--- config.mk ---
export PLATFORM = sky130hd
export DESIGN_NAME = mcp_mem_iface
export DESIGN_NICKNAME = d
export VERILOG_FILES = /design/src/rtl/mcp_mem_iface.sv
export SDC_FILE = /design/constraint.sdc
export NUM_CORES = 1
export LEC_CHECK = 0
export ABC_AREA = 1
export CAP_MARGIN = 20
export CORE_MARGIN = 2
export CORE_UTILIZATION = 40
export DETAILED_ROUTE_END_ITERATION = 10
export GPL_ROUTABILITY_DRIVEN = 0
export PLACE_DENSITY = 0.78
export SLEW_MARGIN = 15
export SYNTH_ARGS = -nofsm -noshare
export SYNTH_HDL_FRONTEND = slang
export SYNTH_SLANG_ARGS = --single-unit
--- constraint.sdc ---
create_clock -name clk_i -period 2.6 [get_ports clk_i]
set_input_delay 0.52 -clock clk_i [delete_from_list [all_inputs] [get_ports clk_i]]
set_output_delay 0.52 -clock clk_i [all_outputs]
set_load 0.005 [all_outputs]
--- src/rtl/mcp_mem_iface.sv ---
// Memory port for a multicycle processor: muxes IorD address, runs one req/ack bus transaction per memory state, loads IR or Data.
// Latency: IDLE, WAIT (one or more cycles, up to TIMEOUT), DONE. stall_o holds the controller until DONE.
module mcp_mem_iface #(
  parameter int AW      = 32,
  parameter int DW      = 32,
  parameter int TIMEOUT = 16
) (
  input  logic          clk_i,
  input  logic          reset_ni,
  input  logic          rd_req_i,
  input  logic          enable_wmem_i,
  input  logic          instr_or_data_i,
  input  logic          instr_we_i,
  input  logic [AW-1:0] pc_i,
  input  logic [AW-1:0] alu_out_i,
  input  logic [DW-1:0] wdata_i,
  output logic          mem_req_o,
  output logic          mem_we_o,
  output logic [AW-1:0] mem_addr_o,
  output logic [DW-1:0] mem_wdata_o,
  input  logic [DW-1:0] mem_rdata_i,
  input  logic          mem_ack_i,
  output logic [DW-1:0] instr_o,
  output logic [5:0]    op_o,
  output logic [DW-1:0] data_o,
  output logic          stall_o,
  output logic          err_o
);

  localparam int CW = $clog2(TIMEOUT);

  typedef enum logic [1:0] {
    S_IDLE = 2'd0,
    S_WAIT = 2'd1,
    S_DONE = 2'd2
  } state_e;

  state_e        state_q, state_d;
  logic          req_q, req_d;
  logic          we_q, we_d;
  logic          dest_q, dest_d;
  logic          err_q, err_d;
  logic [CW-1:0] cnt_q, cnt_d;
  logic [AW-1:0] addr_q, addr_d;
  logic [DW-1:0] wdata_q, wdata_d;
  logic [DW-1:0] instr_q, instr_d;
  logic [DW-1:0] data_q, data_d;

  always_comb begin
    state_d = state_q;
    req_d   = req_q;
    we_d    = we_q;
    dest_d  = dest_q;
    err_d   = err_q;
    cnt_d   = cnt_q;
    addr_d  = addr_q;
    wdata_d = wdata_q;
    instr_d = instr_q;
    data_d  = data_q;
    stall_o = 1'b0;

    case (state_q)
      S_IDLE: begin
        if (rd_req_i || enable_wmem_i) begin
          stall_o = 1'b1;
          addr_d  = instr_or_data_i ? alu_out_i : pc_i;
          we_d    = enable_wmem_i;
          wdata_d = wdata_i;
          dest_d  = instr_we_i;
          req_d   = 1'b1;
          cnt_d   = '0;
          state_d = S_WAIT;
        end
      end
      S_WAIT: begin
        stall_o = 1'b1;
        cnt_d   = cnt_q + CW'(1);
        // An ack on the last allowed cycle still completes the transaction.
        if (mem_ack_i) begin
          req_d   = 1'b0;
          we_d    = 1'b0;
          state_d = S_DONE;
          if (!we_q) begin
            if (dest_q) instr_d = mem_rdata_i;
            else        data_d  = mem_rdata_i;
          end
        end else if (cnt_q == CW'(TIMEOUT - 1)) begin
          req_d   = 1'b0;
          we_d    = 1'b0;
          err_d   = 1'b1;
          state_d = S_DONE;
        end
      end
      S_DONE: begin
        // Request from the controller's previous state is still visible here; ignore it.
        state_d = S_IDLE;
      end
      default: state_d = S_IDLE;
    endcase
  end

  always_ff @(posedge clk_i or negedge reset_ni) begin
    if (!reset_ni) begin
      state_q <= S_IDLE;
      req_q   <= 1'b0;
      we_q    <= 1'b0;
      dest_q  <= 1'b0;
      err_q   <= 1'b0;
      cnt_q   <= '0;
      addr_q  <= '0;
      wdata_q <= '0;
      instr_q <= '0;
      data_q  <= '0;
    end else begin
      state_q <= state_d;
      req_q   <= req_d;
      we_q    <= we_d;
      dest_q  <= dest_d;
      err_q   <= err_d;
      cnt_q   <= cnt_d;
      addr_q  <= addr_d;
      wdata_q <= wdata_d;
      instr_q <= instr_d;
      data_q  <= data_d;
    end
  end

  assign mem_req_o   = req_q;
  assign mem_we_o    = we_q;
  assign mem_addr_o  = addr_q;
  assign mem_wdata_o = wdata_q;
  assign instr_o     = instr_q;
  assign op_o        = instr_q[31:26];
  assign data_o      = data_q;
  assign err_o       = err_q;

endmodule
Word level (Yosys, flattened, before mapping) --
Index checks and enable logic that the tools add are counted.
Cells by class: $add $sub $neg 1, equality and inequality tests 4, multiplexer cells 15, bitwise logic cells 3, reduce and logical (&&, ||, !) cells 10
Operators by type and width (count):
- two-way mux 32 bit | 1
- case mux 4 bit (2 select lines) | 1
- AND reduction 4 bit | 2
- two-way mux 2 bit | 3
- case mux 1 bit (2 select lines) | 3
- AND reduction 2 bit | 3
- AND reduction 3 bit | 2
- two-way mux 1 bit | 5
- adder 4 x 1 -> 4 bit, second input constant | 1
- == test 4 bit, second input constant | 1
- two-way mux 4 bit | 1
- case mux 2 bit (2 select lines) | 1
- != test 3 bit, second input constant | 1
- inverter 1 bit | 3
- == test 2 x 1 -> 1 bit, second input constant | 1
- zero test 2 bit | 1
- != test 2 bit, second input constant | 1
- nonzero test 2 bit | 1
- logical OR 1 bit | 1
Storage, ports and cells: bits in registers 138, input bits 135, output and inout bits 138, word-level logic and storage cells 43

Logic depth before layout (Yosys ltp) --
Gate-level depths: netlist of the first run.
depth in word-level cells 4, gate-level depth with buffers 8, mapped depth without buffers 7

Worst setup path before layout of the first run --
OpenSTA, ideal clock, no wires.
path type input to output, start in rd_req_i, end out stall_o, data arrival time 0.820 ns, data required time 2.080 ns, setup slack 1.260 ns, cell stages on the path 4, cell sequence inv_1 > nand2_1 > nand2_2 > nand2_1
On the way: cells in the longest elaborated chain, start to end 3
Ends and longest elaborated chain:
- start: declaration | RTL line 10 | input logic rd_req_i,
- logical OR 1 bit | RTL line 64 | if (rd_req_i || enable_wmem_i) begin
- two-way mux 1 bit | RTL line 64
- case mux 1 bit (2 select lines) | RTL line 62 | case (state_q)
- end: declaration | RTL line 26 | output logic stall_o,
Every way passes these cells.

Worst setup path in the final report of the first run --
start reg state_q[1], end out stall_o
On the way: cells in the longest elaborated chain, start to end 2, elaborated cells on any way between the ends 3, those cells by class eq/ne: 1; mux: 1; reduce/logical: 1
Ends and longest elaborated chain:
- start: declaration | RTL line 38 | state_e state_q, state_d;
- start signal: assignment | RTL line 115 | state_q <= state_d;
- == test 2 x 1 -> 1 bit / zero test 2 bit (equally long branches) | RTL line 62
- case mux 1 bit (2 select lines) (*) | RTL line 62
Mark *: on every way between the ends. The rest lies on a longest branch, timed or not.

==> metrics.cfg, run 1 <==
[run_status]
status = complete, no violations

[timing]
fin_crit_sh_pct = 93.3
slew_headroom_pct = 50.9
finalHoldViolations = 0
setup_tns_ps = 0
fin_hold_ws_ps = 12.3
timing.fmax_mhz = 412
period_needed_ps = 2430
clock_skew_ps = 13.6
setup_viol = 0
fin_ws_ps = 174
worst_slew_pin_slew_ps = 737
maxSlewViolCount = 0
grt_setup_unrepaired = false

[route]
drtIter0Drc = 299
drt-total-wl_um = 16200
drc = 0
via_count = 5299
drtPass1Iterations = 5
ant_nets = 0
wl_per_cell_um = 14.4
via_per_inst = 4.70

[floorplanning]
die_area_um2 = 15600
die_y_um = 125
rows = 44
ios = 273
start_util_pct = 40.6
core-area_um2 = 14400
die_w_um = 125

[clocking]
cts_resized = 0
path_clk_slew_ps = 60
clk_latency_ps = 420
clkSinkCount = 138
cts_hold_buf = 0
cts_inserted_buffers = 17
htreeDepth = 4
cts_root_buf = clkbuf_16
cts_tree = built
cts_buffer_depth = 2
cts_setup_buffers = 0

[global_routing]
grt_util_met3_pct = 8.08
grt_pass1_wl_um = 26700
grt_overflow = 0
grt_max_degree = 73
met2_usage_pct = 34.4
grt_pass1_vias = 5196
grtUsageTotal_pct = 21.6
gr-max-usage-layer = met2
met1_usage_pct = 27.0
antenna_found_initial = 0

[critical_path]
cp-startpoint = state_q[1]
rr_startpoint = state_q[1]
cp_top_family = simple AND/OR/NAND/NOR gates
slowest_stage = clkdlybuf4s50_1
critPathBufInv = 1
crit_chain = nor2_1, nand2_2, nand2_1, clkdlybuf4s50_1
startpoint_type = flop
end_kind = primary output
arrival_ps = 1910
path_max_fanout = 3
worstPathRequired_ps = 2080
slowest_delay_ps = 520
path_class = flop to primary output

[final_layout]
regArea_um2 = 3450
multiInputGateArea_um2 = 1870
finish.instance_area_um2 = 9230
layout_common_cells = nand2_1, clkdlybuf4s50_1, dfrtp_1
synthToLayoutAreaGrowth_pct = 58.2
drive_above_1_share_pct = 5.09
layout_commonest_cell = nand2_1
finalNetCount = 1066
num-fill-cells = 1198
n_antenna_cell = 0

[power_and_ir_drop]
swShare_pct = 32.1
p_seq_share_pct = 35.5
powerDensity_nw_per_um2 = 1140
total_leakage_power_nw = 4.52
comb_power_share_pct = 41.3
p_int_mw = 7.15
vdd_drop_max_uv = 774
p_switching_mw = 3.39
clkPwrFrac_pct = 23.2
power_mw = 10.5

[synthesis]
seq_area_frac_synth_pct = 59.2
syn_inst = 675
ys_warn_count = 0
syn_nets = 811
async_reset_ff_share_pct = 100
synthFlopType = dfrtp_1
syn_area_per_cell_um2 = 8.65
synth.distinct_cells = 25
synth_edf_count = 0
ys_ff_latch = 138
syn_area_um2 = 5840

[flow_run]
drv_cap = 0

[worst_hold_path]
hp-class = input pin to async pin

[place]
dp_hpwl_um = 11300
io_buffers = 272
dp_slack_ps = 277
placed_area_um2 = 8630

[power by group through the flow]
stage	clock [mW]	combinational (mW)	sequential, mW
after global routing	2.60	4.83	3.89
after global placement	0	4.32	3.73
after detailed placement	0	4.41	3.74
after floorplan	0	1.67	3.79
after CTS	2.49	4.43	3.75
final	2.44	4.35	3.75
[layer usage]
metal  share of wire (%)  wire length [um]
met2                  48              7720
met1                  42              6880
met5                   0                 0
met4                 1.6               261
met3                 8.4              1360
[cells in the mapped netlist (all sizes together) (2+ instances only)]
master  instances  area [um2]
nor2            6        46.3
buf            31         195
nand2         307        1160
clkbuf         11        46.3
inv            71         267
o211ai         32         240
dfrtp         138        3450
a21oi           2        10.0
o21ai          66         330
nand3           7        47.6
[cell type report]
cell class              count  area share (%)
repair buffers            278            30.3
clock inverters            10            1.22
inverters                  71            2.89
well taps                 184            2.49
flip-flops and latches    138            37.4
multi-input cells         424            20.3
clock buffers              22            5.35
[state kept, by name (all words and copies together), names as in the netlist, 2 cells and up]
signal / flops
cnt_q: 4
mem_addr_o: 32
data_o: 32
state_q: 2
instr_o: 32
mem_wdata_o: 32
[through the flow]
stage	util [%]	cells
after floorplan	-	675
after global placement	60.0	1095
after detailed placement	60.0	1095
after CTS	64.3	1127
after global routing	64.3	1127
final	64.3	1127
[path summary, 6_finish.rpt]
path	end	slack [ps]	cells after the start
setup reg to reg	mem_we_o	870	6
hold reg to reg	mem_wdata_o[22]	480	2
hold / removal	data_o[26]	10	1
setup / recovery	stall_o	170	4
min in group clk_i	mem_wdata_o[22]	480	2
max in group asynchronous	data_o[3]	1870	2
[cell families after synthesis]
group	synth area share, %
XOR/XNOR	0.150
buffers and inverters	8.71
adder cells (fa/ha/maj)	0.214
AO/OA/AOI/OAI	10.1
AND/OR/NAND/NOR	21.7
flip-flops	59.2
(Power assumes the default switching activity.)
==> inputs of run 2 (changes only) <==
ABC_CLOCK_PERIOD_IN_PS = 2600   (was unset)
DONT_BUFFER_PORTS = 1   (was unset)
PLACE_DENSITY = unset   (was 0.78)
==> metrics.cfg, run 2 (same netlist as run 1, synthesis figures left out) <==
[timing]
timing.fmax_mhz = 510
setup_tns_ps = 0
fin_crit_sh_pct = 75.4
setup_viol = 0
fin_hold_ws_ps = -205
slew_headroom_pct = 55.8
period_needed_ps = 1960
worst_slew_pin_slew_ps = 662
finalHoldViolations = 138
maxSlewViolCount = 0
grt_setup_unrepaired = false
clock_skew_ps = 6.11

[route]
via_count = 4240
drtIter0Drc = 342
ant_nets = 0
drtPass1Iterations = 4
wl_per_cell_um = 16.3
drt-total-wl_um = 13900
drc = 0
via_per_inst = 4.98

[flow_run]
drv_cap = 0

[final_layout]
finalNetCount = 790
layout_commonest_cell = nand2_1
drive_above_1_share_pct = 6.30
layout_common_cells = nand2_1, dfrtp_1, inv_1
n_antenna_cell = 0
synthToLayoutAreaGrowth_pct = 11.0
final_core_util_pct = 45.1

[clocking]
htreeDepth = 4
path_clk_slew_ps = 60
clkSinkCount = 138
cts_inserted_buffers = 17
cts_buffer_depth = 2
cts_tree = built
clk_latency_ps = 420
cts_setup_buffers = 0
cts_root_buf = clkbuf_16
cts_resized = 0

[critical_path]
rrSetupSlack_ps = 900
startpoint_type = flop
rr_endpoint = data_o[13]
rr_startpoint = state_q[1]
slowest_delay_ps = 410
arrival_ps = 1440
end_kind = primary output
slowest_stage = dfrtp_1
cp_top_family = simple AND/OR/NAND/NOR gates
path_class = flop to primary output
crit_chain = nor2_1, nand2_2, nand2_1
rr_worst_depth = 3
path_max_fanout = 13
worstPathRequired_ps = 2080
critPathBufInv = 0

[global_routing]
grt_max_degree = 139
grt_pass1_wl_um = 22500
grtUsageTotal_pct = 18.1
grt_pass1_vias = 4402
antenna_found_initial = 0
grt_overflow = 0

[floorplanning]
die_w_um = 125
die_y_um = 125
start_util_pct = 40.6
rows = 44
die_area_um2 = 15600
ios = 273
core-area_um2 = 14400

[power_and_ir_drop]
powerDensity_nw_per_um2 = 1300
total_leakage_power_nw = 3.45
vdd_drop_max_uv = 553

[worst_hold_path]
hp-class = input pin to async pin

[place]
dp_hpwl_um = 9570
io_buffers = 0

[run_status]
violations = negative hold slack
status = finished, violations left

## run 2: layout make-up
class | count | area [um2]
clock inverter | 14 | 186
tap | 184 | 230
timing repair buffer | 2 | 27.5
clock buffer | 18 | 439
multi-input combinational | 424 | 1870
fill | 1379 | 7890
inverter | 71 | 267
sequential | 138 | 3450
## run 2: routing by layer
layer  share of wire (%)  global-route usage [%]  routed length, um
met1                  40                    21.0               5530
met2                  48                    29.4               6590
met3                  11                    8.68               1480
met4                 1.9                    6.48                257
met5                   0                       0                  0
## run 2: worst max path at each step
stage               start           to  slack, ps  depth (start not counted)
2_1_floorplan    rd_req_i      stall_o       1260                          4
3_3_place_gp    mem_ack_i  instr_o[13]        910                          5
3_5_place_dp    mem_ack_i  instr_o[13]        880                          5
4_1_cts        state_q[1]      stall_o        630                          3
5_1_grt        state_q[1]      stall_o        560                          3
6_report       state_q[1]      stall_o        640                          3
## run 2: per-stage QoR
step	area [um2]	setup WS [ps]	instances	power, mW
final	6480	641	851	8.44
after global routing	6480	562	851	9.07
after CTS	6480	634	851	8.53
after detailed placement	5850	883	819	5.96
after global placement	5850	910	819	5.84
after floorplan	5840	1260	675	5.46
## run 2: power breakdown
group / internal, mW / switching (mW)
registers: 3.17 / 0.888
clock network: 1.56 / 0.972
logic: 0.640 / 1.21
## run 2: worst reg2reg max path: stages, from the launching register on
cell	delay [ps]
dfrtp_1	410
nor2_4	250
nand3_4	530
o21ai_0	410
